### src/rtl/board_renderer.sv
// board_renderer: Connect-Four pixel renderer with a two-stage registered pipeline.
// Optional feature macro: BOARD_RENDERER_WIN_BLINK_EN (blinking highlight of winning cells).
module board_renderer #(
    parameter int CELL_SIZE    = 64,
    parameter int COLS         = 7,
    parameter int ROWS         = 6,
    parameter int ORIGIN_X     = 96,
    parameter int ORIGIN_Y     = 32,
    parameter int BLINK_FRAMES = 30
) (
    input  logic                                 clk,
    input  logic                                 rst_n,
    input  logic                                 video_on,
    input  logic [9:0]                           pixel_x,
    input  logic [9:0]                           pixel_y,
    input  logic                                 frame_start,
    input  logic [ROWS-1:0][COLS-1:0][1:0]       grid,
    input  logic [(COLS > 1 ? $clog2(COLS) : 1)-1:0] cursor_col,
    input  logic [1:0]                           cursor_player,
    input  logic [ROWS*COLS-1:0]                 win_mask,
    output logic [7:0]                           r,
    output logic [7:0]                           g,
    output logic [7:0]                           b
);
    localparam int CLW = COLS > 1 ? $clog2(COLS) : 1;
    localparam int RW  = ROWS > 1 ? $clog2(ROWS) : 1;
    localparam int OW  = $clog2(CELL_SIZE);
    localparam int RAD = (CELL_SIZE * 3) / 8;

    if (ORIGIN_X + COLS * CELL_SIZE > 1024 || ORIGIN_Y + (ROWS + 1) * CELL_SIZE > 1024 ||
        CELL_SIZE < 8 || BLINK_FRAMES < 1) begin : g_bad_geom
        $fatal(1, "board_renderer: geometry exceeds the 1024x1024 pixel space or bad parameters");
    end

    int              xr, yh, yb, dx, dy;
    logic            x_in, hdr_c, brd_c, in_disc, blink_hit;
    logic [CLW-1:0]  col_c;
    logic [RW-1:0]   row_c;
    logic [OW-1:0]   ox_c, oy_c, ox_q, oy_q;
    logic [1:0]      cell_c, cell_q;
    logic            von_q, hdr_q, brd_q;
    logic [23:0]     rgb_c;

    // Map the pixel to header/board region, cell and in-cell offset; header cells carry the cursor colour
    always_comb begin
        xr     = int'(pixel_x) - ORIGIN_X;
        yh     = int'(pixel_y) - ORIGIN_Y;
        yb     = yh - CELL_SIZE;
        x_in   = xr >= 0 && xr < COLS * CELL_SIZE;
        hdr_c  = x_in && yh >= 0 && yh < CELL_SIZE;
        brd_c  = x_in && yb >= 0 && yb < ROWS * CELL_SIZE;
        col_c  = x_in ? CLW'(xr / CELL_SIZE) : '0;
        row_c  = brd_c ? RW'(yb / CELL_SIZE) : '0;
        ox_c   = OW'(xr % CELL_SIZE);
        oy_c   = OW'(hdr_c ? yh : yb % CELL_SIZE);
        cell_c = brd_c ? grid[row_c][col_c] :
                 (hdr_c && int'(cursor_col) < COLS && cursor_col == col_c) ? cursor_player : 2'b00;
    end

    // Stage 1 registers
    always_ff @(posedge clk or negedge rst_n) begin
        if (!rst_n) begin
            von_q  <= 1'b0;
            hdr_q  <= 1'b0;
            brd_q  <= 1'b0;
            ox_q   <= '0;
            oy_q   <= '0;
            cell_q <= 2'b00;
        end else begin
            von_q  <= video_on;
            hdr_q  <= hdr_c;
            brd_q  <= brd_c;
            ox_q   <= ox_c;
            oy_q   <= oy_c;
            cell_q <= cell_c;
        end
    end

`ifdef BOARD_RENDERER_WIN_BLINK_EN
    localparam int FW = BLINK_FRAMES > 1 ? $clog2(BLINK_FRAMES) : 1;
    localparam int WW = ROWS * COLS > 1 ? $clog2(ROWS * COLS) : 1;
    logic          win_q, blink_phase;
    logic [FW-1:0] fcnt;
    logic [WW-1:0] wi_c;
    assign wi_c      = WW'(int'(row_c) * COLS + int'(col_c));
    assign blink_hit = win_q & blink_phase;

    // Win bit pipeline and frame-counted blink phase
    always_ff @(posedge clk or negedge rst_n) begin
        if (!rst_n) begin
            win_q       <= 1'b0;
            fcnt        <= '0;
            blink_phase <= 1'b0;
        end else begin
            win_q <= brd_c & win_mask[wi_c];
            if (frame_start) begin
                fcnt        <= (fcnt == FW'(BLINK_FRAMES - 1)) ? '0 : fcnt + 1'b1;
                blink_phase <= (fcnt == FW'(BLINK_FRAMES - 1)) ? ~blink_phase : blink_phase;
            end
        end
    end
`else
    logic unused_blink;
    assign unused_blink = ^{win_mask, frame_start};
    assign blink_hit    = 1'b0;
`endif

    // Disc test and colour priority for the pixel held in stage 1
    always_comb begin
        dx      = int'(ox_q) - CELL_SIZE / 2;
        dy      = int'(oy_q) - CELL_SIZE / 2;
        in_disc = dx * dx + dy * dy <= RAD * RAD;
        rgb_c   = 24'h000000;
        if (von_q && hdr_q && in_disc)
            rgb_c = cell_q == 2'b01 ? 24'hFF0000 : cell_q == 2'b10 ? 24'hFFFF00 : 24'h000000;
        else if (von_q && brd_q)
            rgb_c = !in_disc ? 24'h0000FF : blink_hit ? 24'hFFFFFF :
                    cell_q == 2'b01 ? 24'hFF0000 : cell_q == 2'b10 ? 24'hFFFF00 : 24'h202020;
    end

    // Stage 2 output register
    always_ff @(posedge clk or negedge rst_n) begin
        if (!rst_n) {r, g, b} <= 24'h000000;
        else        {r, g, b} <= rgb_c;
    end
endmodule

### config.mk
export PLATFORM = sky130hd
export DESIGN_NAME = board_renderer
export DESIGN_NICKNAME = d
export VERILOG_FILES = /design/src/rtl/board_renderer.sv
export SDC_FILE = /design/constraint.sdc
export NUM_CORES = 1
export LEC_CHECK = 0
export ABC_AREA = 1
export CAP_MARGIN = 20
export CORE_MARGIN = 1.5
export CORE_UTILIZATION = 45
export DETAILED_ROUTE_END_ITERATION = 12
export PLACE_DENSITY = 0.76
export SLEW_MARGIN = 10
export SYNTH_ARGS = -nofsm -noshare
export SYNTH_HDL_FRONTEND = slang
export SYNTH_SLANG_ARGS = --single-unit
### constraint.sdc
create_clock -name clk -period 8.8 [get_ports clk]
set_input_delay 1.76 -clock clk [delete_from_list [all_inputs] [get_ports clk]]
set_output_delay 1.76 -clock clk [all_outputs]
set_load 0.1 [all_outputs]
[Word-level counts from Yosys, hierarchy flattened]
Index checks and enable logic that the tools add are counted.
Widths: inputs -> output; s select.
Cells by class
  $add $sub $neg: 8
  multipliers: 2
  eq/ne operators: 3
  $lt $le $gt $ge: 10
  bitwise logic cells: 2
  reductions and logical operators: 12
  muxes and demuxes: 16
Operators with widths (count)
  $mux 24: 7
  $bmux 14 s3: 1
  $mul 7x7->14: 2
  $ge 11x1->1 const B: 2
  $add 14x14->15: 1
  $le 15x11->1 const B: 1
  $mux 14: 1
  $sub 6x6->7 const B: 2
  $ge 12x1->1 const B: 1
  $lt 12x10->1 const B: 1
  $reduce_or 6->1: 2
  $sub 11x8->12 const B: 1
  $lt 11x10->1 const B: 1
  $lt 11x8->1 const B: 1
  $sub 10x6->11 const B: 1
  $sub 10x7->11 const B: 1
  $logic_and 1x1->1: 10
  $lt 3x4->1 const B: 2
  $add 3x1->3: 2
  $bmux 2 s3: 1
  $mux 2: 3
  $mux 3: 2
  $mux 6: 1
  $eq 3x3->1: 1
  other kinds (4): 5
Storage, ports and cells
  flip-flop bits (word level): 41
  word-level logic and storage cells: 62
  output and inout port bits: 24
  bits of input ports: 155

[Depth between registers and ports, before layout]
Gate-level depths: netlist of the first run.
  depth after elaboration: 11
  gate-level depth with buffers: 28
  depth with buffers taken out: 27

[Worst setup path after synthesis of the first run]
OpenSTA, ideal clock, no wires.
  path type: register to register
  start point: register ox_q[2]
  end point: register g[6]
  arrival time: 6.003 ns
  data required time: 8.727 ns
  setup slack: 2.723 ns
  stages on the path, launching flop included: 26
  path buffers: 1
  setup time: 0.073 ns
  clock period less this slack: 6.077 ns
  cells stage by stage: dfrtp_1 clkbuf_1 inv_1 nor2_1 inv_1 fa_1 fa_1 inv_1 fa_1 inv_1 fa_1 inv_1 fa_1 inv_1 fa_1 inv_1 ha_1 nand2_1 nor3_1 nand3_1 o2111ai_1 xnor2_1 inv_1 o21bai_1 o21ai_0 nor2_1
On the way
  word-level cells in the longest chain between the ends: 7
  elaborated cells between the ends (all ways): 8
  classes of those cells: add/sub: 2; mul: 1; order compare: 1; mux: 3; reduce/logical: 1
RTL lines
  start, declared: line 39  | logic [OW-1:0] ox_c, oy_c, ox_q, oy_q;
  start signal, assigned: line 66  | ox_q <= '0;
  start signal, assigned: line 73  | ox_q <= ox_c;
  $sub 6x6->7 (*): line 110  | dx = int'(ox_q) - CELL_SIZE / 2;
  $mul 7x7->14 (*): line 112  | in_disc = dx * dx + dy * dy <= RAD * RAD;
  $add 14x14->15 (*): line 112
  $le 15x11->1 (*): line 112
  $mux 24: line 117  | rgb_c = !in_disc ? 24'h0000FF : blink_hit ? 24'hFFFFFF :
  $mux 24: line 116  | else if (von_q && brd_q)
  $mux 24 (*): line 114  | if (von_q && hdr_q && in_disc)
  end signal, assigned: line 124  | else {r, g, b} <= rgb_c;
  end, declared: line 22  | output logic [7:0] g,
Every way passes the cells marked *; elsewhere a longest branch is shown, timed or not.

[Worst setup path in the final report of the first run]
  start point: register oy_q[5]
  end point: register r[6]
On the way
  word-level cells in the longest chain between the ends: 7
  elaborated cells between the ends (all ways): 8
  classes of those cells: add/sub: 2; mul: 1; order compare: 1; mux: 3; reduce/logical: 1
RTL lines
  start, declared: line 39
  start signal, assigned: line 74  | oy_q <= oy_c;
  $sub 6x6->7 (*): line 111  | dy = int'(oy_q) - CELL_SIZE / 2;
  $mul 7x7->14 (*): line 112
  $add 14x14->15 (*): line 112
  $le 15x11->1 (*): line 112
  $mux 24: line 117
  $mux 24: line 116
  $mux 24 (*): line 114
  end signal, assigned: line 124
  end, declared: line 21  | output logic [7:0] r,
Marks and branches as above.

==> impl_metrics.csv, run 1 <==
group,metric,value,unit
outcome,outcome,"complete, no violations",
floorplan,placementRows,40,
cells_and_area,area_delta_synth_final,25.1,%
synth,synthCells,775,
worst_setup_path,crit_required,8980,ps
timing,worstMarginPinSlew,1080,ps
clock_tree,cts_root_buf,"clkbuf_16",
synth,post_synth_num_cell_types,36,
clock_tree,cts_hold_buffers,0,
run,max_cap_violations,0,
power_and_ir_drop,pwr-share-seq,5.7,%
route,final_antenna_net_count,0,
timing,timing.slew.headroom,27.8,%
power_and_ir_drop,clock_power_share,4.4,%
placement,place_inst,1043,
timing,setup_viol,0,
cells_and_area,finalInstanceArea,0.00711,sq mm
cells_and_area,post_route_cells_drive_above_1_share,2.84,%
clock_tree,clock_tree.buffer_depth,2,
power_and_ir_drop,report.power.total,2190,uW
clock_tree,number_of_clock_sinks,23,
floorplan,start_util,46.7,%
worst_setup_path,worstPathMaxFanout,8,
synth,synthArstFlopShare,100,%
timing,grt_setup_unrepaired,"false",
timing,layout_worst_path_cycle_share,77.2,%
power_and_ir_drop,p_leak,0.00382,uW
timing,final_max_tran_viols,0,
timing,finClkSkew,2.51,ps
floorplan,die_w,115,um
route,totalWireLength,13400,um
grt,antenna_found_initial,0,
route,route.detailed.wl_per_inst,12.8,um
synth,synthesis.nets,1059,
grt,overflow,0,
clock_tree,cts_tree,"done",
route,via_count,4978,
synth,ys_seq_elements,23,
worst_setup_path,timing.critical_path.to_type,"flop",
clock_tree,htreeDepth,1,
route,drt_iter0_markers,277,
synth,synth_seq_area_share,10.1,%
floorplan,overall_die_area,0.0133,sq mm
power_and_ir_drop,netsw,1190,uW
cells_and_area,layout_net_count,1165,
synth,synth_enable_flop_cells,0,
cells_and_area,final_cells,1048,
worst_setup_path,worstReg2RegEnd,"r[6]",
clock_tree,clkLatencyLatePin,250,ps
worst_setup_path,worstPathArrival,6970,ps
grt,grt_pass1_wl,22700,um
floorplan,core-area,0.0122,sq mm
timing,maxClockFrequency,147,MHz
worst_setup_path,setup.worst_path.class,"flop to flop",
placement,port-buffer-count,135,
power_and_ir_drop,comb_power_share,89.9,%
power_and_ir_drop,worst_ir_drop_vdd,0.296,mV
synth,synthesis.area,0.00568,sq mm
worst_setup_path,crit_path_end,"r[6]",
placement,routabilityCongestion,0.875,
route,routed_via_density,4.75,
synth,syn_area_per_cell,7.33,sq um
route,drt-pass1-iter-count,5,
worst_setup_path,worstSetupStartpoint,"oy_q[5]",
floorplan,num_io_pins,179,
worst_setup_path,rr_worst_depth,21,
timing,setup_tns,0,ps
worst_hold_path,hold_path.class,"flop to flop",
clock_tree,postCtsSetupBuffers,0,
timing,finalHoldViolations,0,
route,drc,0,
power_and_ir_drop,p_per_area,308,mW/mm^2
cells_and_area,seqCellArea,576,sq um
timing,final_period_minus_worst_setup_slack,6790,ps
clock_tree,cts_buffers,3,
clock_tree,post_cts_resize_count,0,
cells_and_area,n_fill_cell,1133,
grt,grt_pass1_vias,4899,
clock_tree,clk_transition_reported_paths,60,ps
worst_setup_path,r2r_setup_slack,2010,ps
grt,groute.usage.overall,21.3,%
synth,synthesis.yosys.warnings,0,
worst_setup_path,r2r-start,"oy_q[5]",
cells_and_area,multiInputGateArea,0.00408,sq mm
worst_setup_path,timing.critical_path.from_type,"flop",
floorplan,fp.dieH,115,um
synth,top_flip_flop_cell_by_instance_count_after_synthesis,"dfrtp_1",
placement,dp_hpwl,11600,um
power_and_ir_drop,cellInternalPower,998,uW
grt,pin_count_of_the_biggest_net_entering_global_routing,42,
cells_and_area,diodes,0,
placement,post_dp_cell_area,0.00701,sq mm
power_and_ir_drop,swShare,54.4,%
-- layout make-up --
type,instances,share of cell area (%)
multi-input cells,505,57.4
well taps,168,2.96
clock buffers,3,1.06
repair buffers,136,19.2
clock inverters,1,0.0704
flip-flops and latches,23,8.10
inverters,212,11.2
-- power groups by stage --
| stage | Sequential [uW] | Clock, uW | Combinational, uW |
|---|---|---|---|
| after floorplan | 140 | 0 | 1540 |
| after global placement | 126 | 0 | 1940 |
| after detailed placement | 126 | 0 | 1960 |
| after CTS | 124 | 100 | 1980 |
| after global routing | 125 | 105 | 2240 |
| final | 124 | 97.2 | 1970 |
-- critical path: stages, from the launching register on --
cell	delay (ps)
dfrtp_1	520
nor2_1	500
inv_1	310
fa_1	560
fa_1	510
inv_1	50
fa_1	490
fa_1	520
fa_1	550
fa_1	500
ha_1	370
a21oi_1	190
o21ai_0	130
a21oi_1	180
nor2_1	80
o21ai_0	140
nand2_1	80
xor2_1	130
nand4_1	120
o21bai_1	430
o21ai_0	230
nor2_1	130
-- cell usage after synthesis (2+ instances only) --
master    instances  area [sq um]
inv_2             7          26.3
inv_1           205           769
nand4_1          24           150
buf_4            19           143
xor2_1            8          70.1
xnor2_1          13           114
a21o_1            2          15.0
fa_1             79          1580
clkbuf_1          7          26.3
dfrtp_1          23           576
o21bai_1          2          15.0
nand3_1          86           430
nor3_1            3          15.0
nand2_1         153           574
nand3_4           2          35.0
nor2_8            2          40.0
ha_1             50           626
nor2_1           35           131
o21ai_0          10          50.1
a22oi_1           3          22.5
a21oi_1          13          65.1
buf_6             2          22.5
buf_2             7          35.0
nor2_2            3          18.8
nand2_2           4          25.0
nor4_1            2          12.5
nand3b_1          2          15.0
-- sequential cells by signal, summed over array words and instances (netlist names) --
register,flops
g,2
hdr_q,1
von_q,1
b,2
cell_q,2
r,2
oy_q,6
ox_q,6
brd_q,1
-- metal layers --
layer  vias up  part of all wire [%]  global-route usage [%]
li1       2538                     -                       -
met1      2300                    44                    28.8
met2       124                    50                    37.3
met3        16                   4.5                    2.53
met4         0                   1.3                    3.87
met5         -                     0                       0
-- worst min-delay path by stage --
stage	start	slack [ps]	to	cells after the start
6_report	brd_q	550	b[6]	2
5_1_grt	brd_q	570	b[6]	2
4_1_cts	brd_q	550	b[6]	2
3_5_place_dp	brd_q	540	b[6]	2
3_3_place_gp	brd_q	530	b[6]	2
2_1_floorplan	brd_q	490	b[6]	2
-- kinds of logic after synthesis --
logic type | synth area share [%]
fa+ha+maj | 38.9
xor+xnor | 3.24
mux | 0.176
buf+inv | 18.0
flops | 10.1
simple gates | 25.9
compound gates | 3.70
-- per-stage QoR --
step	worst slack [ps]	utilization, %	hold WS, ps
after floorplan	2720	-	490
after global placement	2120	57.7	533
after detailed placement	2050	57.7	544
after CTS	2030	58.3	554
after global routing	1520	58.4	574
final	2010	58.4	550
-- cell usage in the layout (no fill, tap or decap), drive strengths merged, types with 2 or more instances in the layout --
master / netlist / final
clkdlybuf4s50: 0 / 135
xnor2: 13 / 13
ha: 50 / 50
a21o: 2 / 2
clkbuf: 7 / 3
nand3: 89 / 89
a22oi: 3 / 3
nor4: 2 / 2
o21ai: 10 / 10
nor2: 40 / 40
nand3b: 2 / 2
nor3: 3 / 3
fa: 79 / 79
inv: 212 / 212
nand2: 157 / 157
a21oi: 13 / 13
dfrtp: 23 / 23
xor2: 8 / 8
nand4: 24 / 24
o21bai: 2 / 2
Power figures use the tool's default switching activity.
==> inputs of run 2 (changes only) <==
clock period = 6.3 ns   (was 8.8 ns; I/O delays follow)
==> run 2 against run 1 <==
Effect of this change:
- sequential share of layout area fell by 0.18 points
- critical path depth stayed put
- clock-buffer cell count unchanged
- non-clock buffer count grew 19
- cell area up 2.7%
- critical path type unchanged
- largest power group unchanged
==> impl_metrics.csv, run 2 (same netlist as run 1, synthesis figures left out) <==
group,metric,value,unit
timing,maxClockFrequency,168,MHz
worst_setup_path,timing.critical_path.to_type,"flop",
power_and_ir_drop,netsw,1740,uW
timing,timing.slew.headroom,34.5,%
route,drt-pass1-iter-count,4,
power_and_ir_drop,comb_power_share,90.7,%
worst_setup_path,worstReg2RegEnd,"r[5]",
cells_and_area,layout.cells.most_common,"inv_1",
power_and_ir_drop,clock_power_share,4.2,%
route,final_antenna_net_count,0,
timing,worstMarginPinSlew,979,ps
worst_setup_path,critical-path-slowest-cell,"fa_1",
worst_setup_path,r2r-start,"oy_q[5]",
cells_and_area,layout.cells.most_common_list,"202 x inv_1, 153 x nand2_1, 135 x clkdlybuf4s50_1, 86 x nand3_1, 79 x fa_1",
worst_setup_path,worstPathMaxFanout,8,
floorplan,placementRows,40,
route,drt_iter0_markers,246,
worst_setup_path,cp_num_cells,21,
clock_tree,htreeDepth,1,
worst_setup_path,setup.worst_path.class,"flop to flop",
floorplan,overall_die_area,0.0133,sq mm
worst_setup_path,worstPathArrival,6130,ps
power_and_ir_drop,pwr-share-seq,5.1,%
power_and_ir_drop,swShare,53.0,%
cells_and_area,n_fill_cell,1148,
grt,grt_pass1_vias,5075,
clock_tree,clk_transition_reported_paths,60,ps
worst_hold_path,worst_hold_path.num_cells,2,
cells_and_area,seqCellArea,578,sq um
placement,port-buffer-count,135,
route,route.detailed.wl_per_inst,12.9,um
timing,finalHoldViolations,0,
clock_tree,clock_tree.buffer_depth,2,
clock_tree,cts_hold_buffers,0,
run,max_cap_violations,0,
worst_setup_path,timing.critical_path.from_type,"flop",
power_and_ir_drop,worst_ir_drop_vdd,0.623,mV
cells_and_area,leading_registers_by_flop_count,"ox_q (6), oy_q (6)",
worst_setup_path,cp_cell_sequence,"nor2_2 -> inv_2 -> fa_1 -> fa_1 -> fa_1 -> fa_1 -> fa_1 -> fa_1 -> inv_1 -> ha_1 -> nand2_1 -> o21ai_0 -> a21oi_1 -> nor2_1 -> o21ai_0 -> nand2_1 -> xor2_1 -> nand4_1 -> o21bai_4 -> nand2_1 -> o21ai_0",
grt,groute.usage.overall,21.7,%
timing,setup_viol,0,
cells_and_area,diodes,0,
worst_setup_path,path_buf_inv,2,
cells_and_area,layout_net_count,1184,
worst_setup_path,r2r_setup_slack,350,ps
timing,final_period_minus_worst_setup_slack,5950,ps
timing,final.hold.worst_slack,541,ps
clock_tree,cts_buffers,3,
floorplan,fp.dieH,115,um
floorplan,core-area,0.0122,sq mm
grt,overflow,0,
power_and_ir_drop,cellInternalPower,1550,uW
floorplan,start_util,46.7,%
grt,antenna_found_initial,0,
timing,layout_worst_path_cycle_share,94.5,%
power_and_ir_drop,p_leak,0.00391,uW
worst_setup_path,rr_worst_depth,21,
grt,grt_pass1_wl,23100,um
clock_tree,cts_root_buf,"clkbuf_16",
placement,place_inst,1060,
worst_setup_path,worstSetupStartpoint,"oy_q[5]",
worst_setup_path,path_delay_family,"adder cells",
clock_tree,clkLatencyLatePin,250,ps
cells_and_area,multiInputGateArea,0.00412,sq mm
worst_setup_path,worst_path_most_repeated_cell,"fa_1",
floorplan,num_io_pins,179,
placement,routabilityCongestion,0.898,
worst_hold_path,hold_path.class,"flop to flop",
clock_tree,number_of_clock_sinks,23,
worst_setup_path,slowest_delay,580,ps
timing,finClkSkew,1.76,ps
timing,final_max_tran_viols,0,
route,via_count,5089,
placement,dp_hpwl,12000,um
worst_setup_path,crit_required,6480,ps
route,routed_via_density,4.77,
worst_setup_path,crit_path_end,"r[5]",
cells_and_area,area_delta_synth_final,28.5,%
floorplan,die_w,115,um
clock_tree,cts_tree,"done",
cells_and_area,final_cells,1067,
cells_and_area,post_route_cells_drive_above_1_share,6.23,%
route,totalWireLength,13700,um
power_and_ir_drop,p_per_area,451,mW/mm^2
route,drc,0,
grt,pin_count_of_the_biggest_net_entering_global_routing,42,
outcome,outcome,"complete, no violations",
timing,setup_tns,0,ps
run 2: cell types whose count changed in the layout (fill, tap and decap cells not counted), sizes merged:
cell / delta
buf: +19
run 2: metal layers:
| metal | global-route usage, % | wire [um] | vias up |
|---|---|---|---|
| met1 | 28.7 | 5850 | 2357 |
| li1 | - | - | 2578 |
| met2 | 39.0 | 6970 | 144 |
| met4 | 3.87 | 143 | 0 |
| met3 | 2.37 | 762 | 10 |
| met5 | 0 | 0 | - |
run 2: worst reg2reg max path, cell delays in order, from the launching register on:
cell      delay, ps
dfrtp_2         510
nor2_2          200
inv_2           120
fa_1            580
fa_1            430
fa_1            500
fa_1            540
fa_1            530
fa_1            580
inv_1            50
ha_1            330
nand2_1          80
o21ai_0         260
a21oi_1         100
nor2_1          140
o21ai_0          90
nand2_1          80
xor2_1          150
nand4_1         160
o21bai_4        250
nand2_1          70
o21ai_0         130
run 2: what timing repair did:
action / in CTS / in global routing
pin swaps: 0 / 2
setup buffers: 0 / 2
gates resized for setup: 1 / 15
endpoints found under the setup margin: 4 / 6
run 2: metrics by stage:
step	area, sq um	setup WS, ps	util, %	total power, uW
floorplan	5680	223	-	2350
global placement	7140	59.5	58.7	2940
detailed placement	7140	-69.1	58.7	3000
CTS	7230	35.9	59.4	3200
global route	7300	-14.0	60.0	3700
finish	7300	349	60.0	3290
run 2: worst min-delay path by stage:
stage / start / to / slack [ps]
3_5_place_dp: brd_q / b[6] / 530
3_3_place_gp: brd_q / b[6] / 530
5_1_grt: brd_q / b[6] / 560
4_1_cts: brd_q / b[6] / 550
6_report: brd_q / b[6] / 540
2_1_floorplan: brd_q / b[6] / 490
run 2: layout make-up:
type                    count  area share, %
well taps                 168           2.88
multi-input cells         505           56.5
clock inverters             1         0.0686
inverters                 212           10.9
flip-flops and latches     23           7.92
repair buffers            155           20.7
clock buffers               3           1.03
run 2: power by group through the flow:
stage          registers, uW  clock network (uW)  logic, uW
5_1_grt                  170                 149       3380
3_5_place_dp             171                   0       2830
3_3_place_gp             171                   0       2770
2_1_floorplan            196                   0       2160
4_1_cts                  169                 141       2900
6_report                 169                 137       2990
